===== src/rtl/kl8e_tx.sv =====
// KL8E-style teleprinter transmitter: PDP-8 IOT decode plus an 8N1 UART frame engine.
// Optional macro KL8E_TX_PARITY_EN replaces the 8th data bit with even parity over ac[5:11].
module kl8e_tx #(
   parameter int         CLOCK_FREQ = 50000000,
   parameter int         BAUD       = 9600,
   parameter logic [4:0] F1_STATE   = 5'b00001   // encoding of the CPU F1 major state
) (
   input  logic        clk,
   input  logic        reset,
   input  logic [0:11] instruction,
   input  logic [4:0]  state,
   input  logic        clear,
   input  logic        UF,
   input  logic [0:11] ac,
   output logic        tx,
   output logic        flag,
   output logic        interrupt,
   output logic        skip
);

   localparam int DIV   = CLOCK_FREQ / BAUD;
   localparam int CNT_W = (DIV > 2) ? $clog2(DIV) : 1;

   typedef enum logic [1:0] {
      IDLE  = 2'd0,
      START = 2'd1,
      DATA  = 2'd2,
      STOP  = 2'd3
   } tx_state_t;

   tx_state_t        cur;
   tx_state_t        nxt;
   logic [CNT_W-1:0] div_cnt;
   logic [2:0]       bit_cnt;
   logic [7:0]       shreg;
   logic [7:0]       pend;
   logic             pend_vld;
   logic             int_ena;
   logic             tx_next;

   logic             iot_en;
   logic             spf, tsf, tcf, tpc, tls, kie, caf, spi;
   logic             load;
   logic             bit_end;
   logic             frame_done;
   logic             go_start_eof;
   logic             eof_set;
   logic             enter_start;
   logic [7:0]       char_new;
   logic [7:0]       frame_char;
   logic             unused_ac;

   assign unused_ac = ^ac[0:3];

   assign iot_en = (state == F1_STATE) && !UF;
   assign spf    = iot_en && (instruction == 12'o6040);
   assign tsf    = iot_en && (instruction == 12'o6041);
   assign tcf    = iot_en && (instruction == 12'o6042);
   assign tpc    = iot_en && (instruction == 12'o6044);
   assign spi    = iot_en && (instruction == 12'o6045);
   assign tls    = iot_en && (instruction == 12'o6046);
   assign kie    = iot_en && (instruction == 12'o6035);
   assign caf    = iot_en && (instruction == 12'o6007);
   assign load   = tpc || tls;

`ifdef KL8E_TX_PARITY_EN
   assign char_new = {^ac[5:11], ac[5:11]};
`else
   assign char_new = ac[4:11];
`endif

   assign bit_end      = (div_cnt == CNT_W'(DIV - 1));
   assign frame_done   = (cur == STOP) && bit_end;
   // A load arriving in the very cycle the stop bit ends chains straight into the next frame.
   assign go_start_eof = frame_done && (pend_vld || load) && !caf;
   assign eof_set      = frame_done && !(pend_vld || load) && !caf;
   assign enter_start  = (nxt == START) && (cur != START);
   assign frame_char   = load ? char_new : pend;

   // State register plus all architectural registers.
   always_ff @(posedge clk) begin
      if (reset || clear) begin
         cur       <= IDLE;
         tx        <= 1'b1;
         flag      <= 1'b0;
         int_ena   <= 1'b1;
         skip      <= 1'b0;
         interrupt <= 1'b0;
         div_cnt   <= '0;
         bit_cnt   <= '0;
         shreg     <= '0;
         pend      <= '0;
         pend_vld  <= 1'b0;
      end else begin
         cur       <= nxt;
         tx        <= tx_next;
         interrupt <= flag & int_ena;

         // Clearing IOTs win over the end-of-frame set.
         if (tcf || tls || caf)
            flag <= 1'b0;
         else if (spf || eof_set)
            flag <= 1'b1;

         if (caf)
            int_ena <= 1'b1;
         else if (kie)
            int_ena <= ac[11];

         if (iot_en)
            skip <= (tsf & flag) | (spi & flag & int_ena);

         if (caf || (cur == IDLE) || bit_end)
            div_cnt <= '0;
         else
            div_cnt <= div_cnt + CNT_W'(1);

         if (caf)
            bit_cnt <= '0;
         else if ((cur == DATA) && bit_end)
            bit_cnt <= bit_cnt + 3'd1;

         if (enter_start)
            shreg <= frame_char;
         else if ((cur == DATA) && bit_end)
            shreg <= {1'b0, shreg[7:1]};

         if (caf)
            pend_vld <= 1'b0;
         else if (load && (cur != IDLE) && !frame_done) begin
            pend     <= char_new;
            pend_vld <= 1'b1;
         end else if (go_start_eof)
            pend_vld <= 1'b0;
      end
   end

   // Next-state logic.
   always_comb begin
      nxt = cur;
      if (caf) begin
         nxt = IDLE;
      end else begin
         case (cur)
            IDLE:  if (load) nxt = START;
            START: if (bit_end) nxt = DATA;
            DATA:  if (bit_end && (bit_cnt == 3'd7)) nxt = STOP;
            STOP:  if (bit_end) nxt = go_start_eof ? START : IDLE;
            default: nxt = IDLE;
         endcase
      end
   end

   // Output logic: line level for the state being entered.
   always_comb begin
      tx_next = 1'b1;
      case (nxt)
         START:   tx_next = 1'b0;
         DATA:    tx_next = ((cur == DATA) && bit_end) ? shreg[1] : shreg[0];
         default: tx_next = 1'b1;
      endcase
   end

endmodule

===== config.mk =====
export PLATFORM = sky130hd
export DESIGN_NAME = kl8e_tx
export DESIGN_NICKNAME = d
export VERILOG_FILES = /design/src/rtl/kl8e_tx.sv
export SDC_FILE = /design/constraint.sdc
export NUM_CORES = 1
export LEC_CHECK = 0
export BUFFER_PORTS_ARGS = -buffer_cell sky130_fd_sc_hd__buf_4
export CAP_MARGIN = 20
export CORE_MARGIN = 2
export CORE_UTILIZATION = 55
export DETAILED_ROUTE_END_ITERATION = 10
export PLACE_DENSITY_LB_ADDON = 0.05
export SLEW_MARGIN = 20
export SYNTH_ARGS = -nofsm -noshare
export SYNTH_HDL_FRONTEND = slang
export SYNTH_SLANG_ARGS = --single-unit

===== constraint.sdc =====
create_clock -name clk -period 3.28 [get_ports clk]
set_clock_uncertainty 0.2 [all_clocks]
set_input_delay 0.656 -clock clk [delete_from_list [all_inputs] [get_ports clk]]
set_output_delay 0.656 -clock clk [all_outputs]
set_load 0.05 [all_outputs]

* Yosys cells after proc, flatten, opt, wreduce, memory -nomap -nowiden
Index checks and enable logic that the tools add are counted.
Storage, ports and cells: bits in registers 40, input bits 33, output and inout port bits 4
Operators by class: bitwise logic cells 6, multiplexer cells 14, add/sub/neg operators 2, reduce and logical (&&, ||, !) cells 39, equal/unequal tests 17
Operators by type and width (count):
- $eq A12 B12 Y1 const B | 8
- $mux W8 | 3
- $logic_and A1 B1 Y1 | 19
- $add A13 B1 Y13 const B | 1
- $eq A13 B13 Y1 const B | 1
- $mux W2 | 5
- $logic_or A1 B1 Y1 | 8
- $pmux W2 S4 | 1
- $eq A2 B2 Y1 const B | 3
- $reduce_bool A2 Y1 | 3
- $reduce_or A2 Y1 | 3
- $eq A5 B1 Y1 const B | 1
- $and A1 B1 Y1 | 4
- $eq A2 B1 Y1 const B | 2
- $logic_not A1 Y1 | 4
- $mux W1 | 4
- $add A3 B1 Y3 const B | 1
- $eq A3 B3 Y1 const B | 1
- $logic_not A2 Y1 | 1
- $ne A2 B1 Y1 const B | 1
- $pmux W1 S2 | 1
- $reduce_and A2 Y1 | 1
- $not A1 Y1 | 1
- $or A1 B1 Y1 | 1

* Depth between registers and ports, before layout
depth after elaboration 14, depth in mapped cells 9, mapped depth without buffers 7

* Least setup slack after synthesis
Ideal clock, no wire load.
kind input to register, from input port instruction[1] in the netlist's numbering, to register shreg[1], path slack 0.677 ns, stages on the path 9, path buffers 3, arrival time 2.282 ns, setup time 0.121 ns, path through nor4bb_2 > and4_1 > buf_2 > and2_1 > buf_6 > a2111oi_4 > nor2b_4 > buf_6 > mux2_4
On the way: cells in the longest elaborated chain, start to end 13
RTL lines:
- from (decl) | line 10 | input logic [0:11] instruction,
- $eq A12 B12 Y1, on equally long branches | line 59, 61
- $logic_and A1 B1 Y1, on equally long branches | line 59, 61
- $logic_or A1 B1 Y1 | line 64 | assign load = tpc || tls;
- $logic_or A1 B1 Y1 | line 75 | assign go_start_eof = frame_done && (pend_vld || load) && !caf;
- $logic_and A1 B1 Y1 (2 in a row) | line 75
- $mux W1 | line 148 | STOP: if (bit_end) nxt = go_start_eof ? START : IDLE;
- $mux W2 | line 148
- $pmux W2 S4 | line 144 | case (cur)
- $mux W2 | line 141 | if (caf) begin
- $eq A2 B1 Y1 | line 77 | assign enter_start = (nxt == START) && (cur != START);
- $logic_and A1 B1 Y1 | line 77
- $mux W8 or $reduce_bool A2 Y1 (tied branches)
- to (signal assigned) | line 124 | shreg <= frame_char;
- to (signal assigned) | line 126 | shreg <= {1'b0, shreg[7:1]};
- to (decl) | line 35 | logic [7:0] shreg;
Parallel ways exist; a longest one is shown, timed or not. A chain may end at the register's enable or synchronous reset.

* Worst setup path in the final report
from register div_cnt[0], to register shreg[6]
On the way: cells in the longest elaborated chain, start to end 11
RTL lines:
- from (decl) | line 33 | logic [CNT_W-1:0] div_cnt;
- from (signal assigned) | line 116 | div_cnt <= div_cnt + CNT_W'(1);
- $eq A13 B13 Y1 (*) | line 72 | assign bit_end = (div_cnt == CNT_W'(DIV - 1));
- $logic_and A1 B1 Y1 | line 73 | assign frame_done = (cur == STOP) && bit_end;
- $logic_and A1 B1 Y1 (2 in a row) | line 75
- $mux W1 | line 148
- $mux W2 | line 148
- $pmux W2 S4 | line 144
- $mux W2 | line 141
- $eq A2 B1 Y1 | line 77
- $logic_and A1 B1 Y1 | line 77
- $mux W8 or $reduce_bool A2 Y1 (tied branches)
Every way passes the cells marked *; elsewhere a longest branch is shown, timed or not.

==> flow_summary.yaml <==
clock_tree:
  cts_resized: 0
  clock_latency_ns: 0.29
  clk_path_buf_depth: 2
  clk_pin_slew_worst_paths_ns: 0.08
  cts-root-buf: "clkbuf_8"
  cts_buffers: 5
  post-cts-setup-buffers: 0
  cts_max_level: 2
  cts_hold_buf: 0
  cts_tree: "done"
  cts.sink_count: 40
sta:
  fin_crit_ns: 2.60
  final-hold-violation-count: 0
  final.setup.tns_ns: 0
  maxSlewHeadroom: 0.678
  whs_ns: 0.269
  period_share: 0.794
  rsz0062_at_grt: "false"
  clock.fmax_ghz: 0.384
  finalSetupViolCount: 0
  worst_slew_pin_slew_ns: 0.479
  slew_violations: 0
run:
  maxCapViolCount: 0
setup_path:
  worst_r2r_startpoint: "div_cnt[0]"
  rr_worst_depth: 7
  worstPathArrival_ns: 2.59
  start_kind: "flop"
  crit_type: "flop to flop"
  startpoint: "div_cnt[0]"
  endpoint: "shreg[6]"
  critPathRequiredTime_ns: 3.27
  crit_chain: "ha_1 > and4bb_2 > nand3_1 > nor4_1 > a2111oi_4 > nor2b_4 > mux2_4"
  cp_max_fo: 8
  cp-end-kind: "flop"
  cpPeakStageDelay_ns: 0.50
  ff2ff_setup_slack_ns: 0.68
  crit_path_top_delay_cell: "nor4_1"
  reg2reg_to: "shreg[6]"
power:
  comb_power_share: 0.050
  p_sw_frac: 0.202
  seqPwrFrac: 0.509
  finalPower_mw: 0.953
  switchingPower_mw: 0.192
  p_int_mw: 0.761
  pwr-share-clk: 0.441
  peakVddDrop_v: 0.000200
  cellPowerDensity_nw_per_um2: 383
  p_leak_nw: 0.957
die:
  rows: 22
  die_w_um: 65.7
  start_util: 0.572
  dieArea_um2: 4320
  core_area_um2: 3660
  boundaryPins: 37
  die_y_um: 65.7
synthesis:
  synth-async-reset-ratio: 0
  synth_area_per_cell_um2: 9.11
  synthCells: 230
  synth_cell_type_count: 44
  syn_nets: 266
  synth-seq-cells: 40
  syn_area_um2: 2090
  synth_edf_count: 0
  synth-main-ff-cell: "dfxtp_1"
  ys.warnings.count: 0
  synth-seq-area-share: 0.382
place:
  place_area_um2: 2370
  place.port_buffers: 32
  dp_hpwl_mm: 2.93
  globalplace.congestion: 0.738
global_routing:
  grt_remaining_overflow: 0
  track_usage: 0.204
  grt_max_degree: 24
  grt_pass1_vias: 1572
  grt_pass1_wl_mm: 6.73
  antenna_found_initial: 0
finish:
  multiInputGateArea_um2: 1220
  fillers: 322
  area_delta_synth_final_pct: 18.9
  antenna_cells: 0
  finalInstanceArea_um2: 2490
  regArea_um2: 801
  drive_above_1_share: 0.242
  nets: 299
detailed_routing:
  num_vias: 1646
  drt_iter0_drc: 74
  dr.pass1.iters: 6
  drtAntennaViolNets: 0
  route.detailed.drc: 0
  wl_per_cell_um: 12.5
  viasPerCell: 5.28
  drt_wl_total_mm: 3.91
min_path:
  hp-class: "flop to flop"
outcome:
  status: "finished, final reports clean"
[synth_stat cells (3+ instances only)]
library cell | count | share of area
clkbuf_1 | 4 | 0.0072
nor3_1 | 4 | 0.0096
buf_2 | 5 | 0.012
inv_1 | 4 | 0.0072
mux2_4 | 6 | 0.043
nand4_1 | 3 | 0.0090
nand3_1 | 13 | 0.031
dfxtp_1 | 40 | 0.38
and4_1 | 3 | 0.013
xnor2_1 | 4 | 0.017
ha_1 | 3 | 0.018
nor2_1 | 39 | 0.070
a21oi_1 | 7 | 0.017
mux2i_1 | 20 | 0.096
nor2b_1 | 3 | 0.0090
nand2_1 | 27 | 0.048
and3_1 | 3 | 0.0090
mux2_2 | 3 | 0.016
xor2_1 | 9 | 0.038
[how the worst min path moves through the flow]
stage,start,slack (ns),cells past startpoint,end
2_1_floorplan,div_cnt[0],0.23,1,div_cnt[0]
3_3_place_gp,div_cnt[0],0.25,1,div_cnt[0]
3_5_place_dp,div_cnt[0],0.26,1,div_cnt[0]
4_1_cts,div_cnt[0],0.27,1,div_cnt[0]
5_1_grt,div_cnt[0],0.28,1,div_cnt[0]
6_report,div_cnt[0],0.27,1,div_cnt[0]
[power by group through the flow]
stage	sequential (mW)	clock, mW	combinational (mW)
floorplan	0.497	0	0.0133
global placement	0.497	0	0.0477
detailed placement	0.497	0	0.0479
CTS	0.485	0.431	0.0480
global route	0.485	0.457	0.0521
finish	0.485	0.421	0.0478
[metrics by stage]
stage | setup slack (ns) | std cells | utilization
CTS | 0.669 | 312 | 0.680
global route | 0.443 | 312 | 0.680
detailed placement | 0.356 | 304 | 0.647
finish | 0.677 | 312 | 0.680
floorplan | 0.677 | 230 | -
global placement | 0.392 | 304 | 0.647
[flip-flops by register name, summed over array words and instances (netlist names)]
| name | cells |
|---|---|
| bit_cnt | 3 |
| pend_vld | 1 |
| tx | 1 |
| pend | 8 |
| cur | 2 |
| interrupt | 1 |
| shreg | 8 |
| flag | 1 |
| int_ena | 1 |
| skip | 1 |
| div_cnt | 13 |
[cells by family after synthesis]
kind of cell / count (synthesis) / synth area share
flops: 40 / 0.382
simple gates: 112 / 0.281
fa+ha+maj: 3 / 0.0179
mux: 29 / 0.155
xor+xnor: 13 / 0.0544
compound gates: 18 / 0.0723
buf+inv: 15 / 0.0370
[routing by layer]
layer / vias to the layer above / global-route usage / part of all wire
met2: 26 / 0.346 / 0.47
met5: - / 0 / 0
met3: 5 / 0.0479 / 0.035
li1: 863 / - / -
met4: 0 / 0.0703 / 0.014
met1: 752 / 0.251 / 0.48
[cell usage in the layout, fill, tap and decap left out, types with 2 or more instances in the layout]
master     n
clkbuf_8   6
xnor2_1    4
a211oi_1   2
nor3_1     4
xor2_1     9
a21oi_1    7
ha_1       3
dfxtp_1   40
mux2_4     6
and3_1     3
inv_1      4
mux2i_1   20
and4_1     3
nand4_1    3
mux2_2     3
o21bai_1   2
nor4b_1    2
buf_4     37
nor3b_1    2
nor2b_1    3
nor2_1    39
nand3_1   13
nand2_1   27
[worst max-delay path, delay by kind of cell, from the launching register on]
kind / cells / cell delay, ns
multiplexers: 1 / 0.33
AND/OR/NAND/NOR: 4 / 1.21
adder cells (fa/ha/maj): 1 / 0.26
flip-flops: 1 / 0.38
AO/OA/AOI/OAI: 1 / 0.12
[layout make-up]
| type | instances | area share |
|---|---|---|
| Sequential cell | 40 | 0.321 |
| Clock buffer | 6 | 0.0331 |
| Timing Repair Buffer | 37 | 0.112 |
| Tap cell | 48 | 0.0241 |
| Inverter | 4 | 0.00603 |
| Clock inverter | 2 | 0.0156 |
| Multi-Input combinational cell | 175 | 0.488 |
No activity file was read; power rests on OpenSTA's default activity.
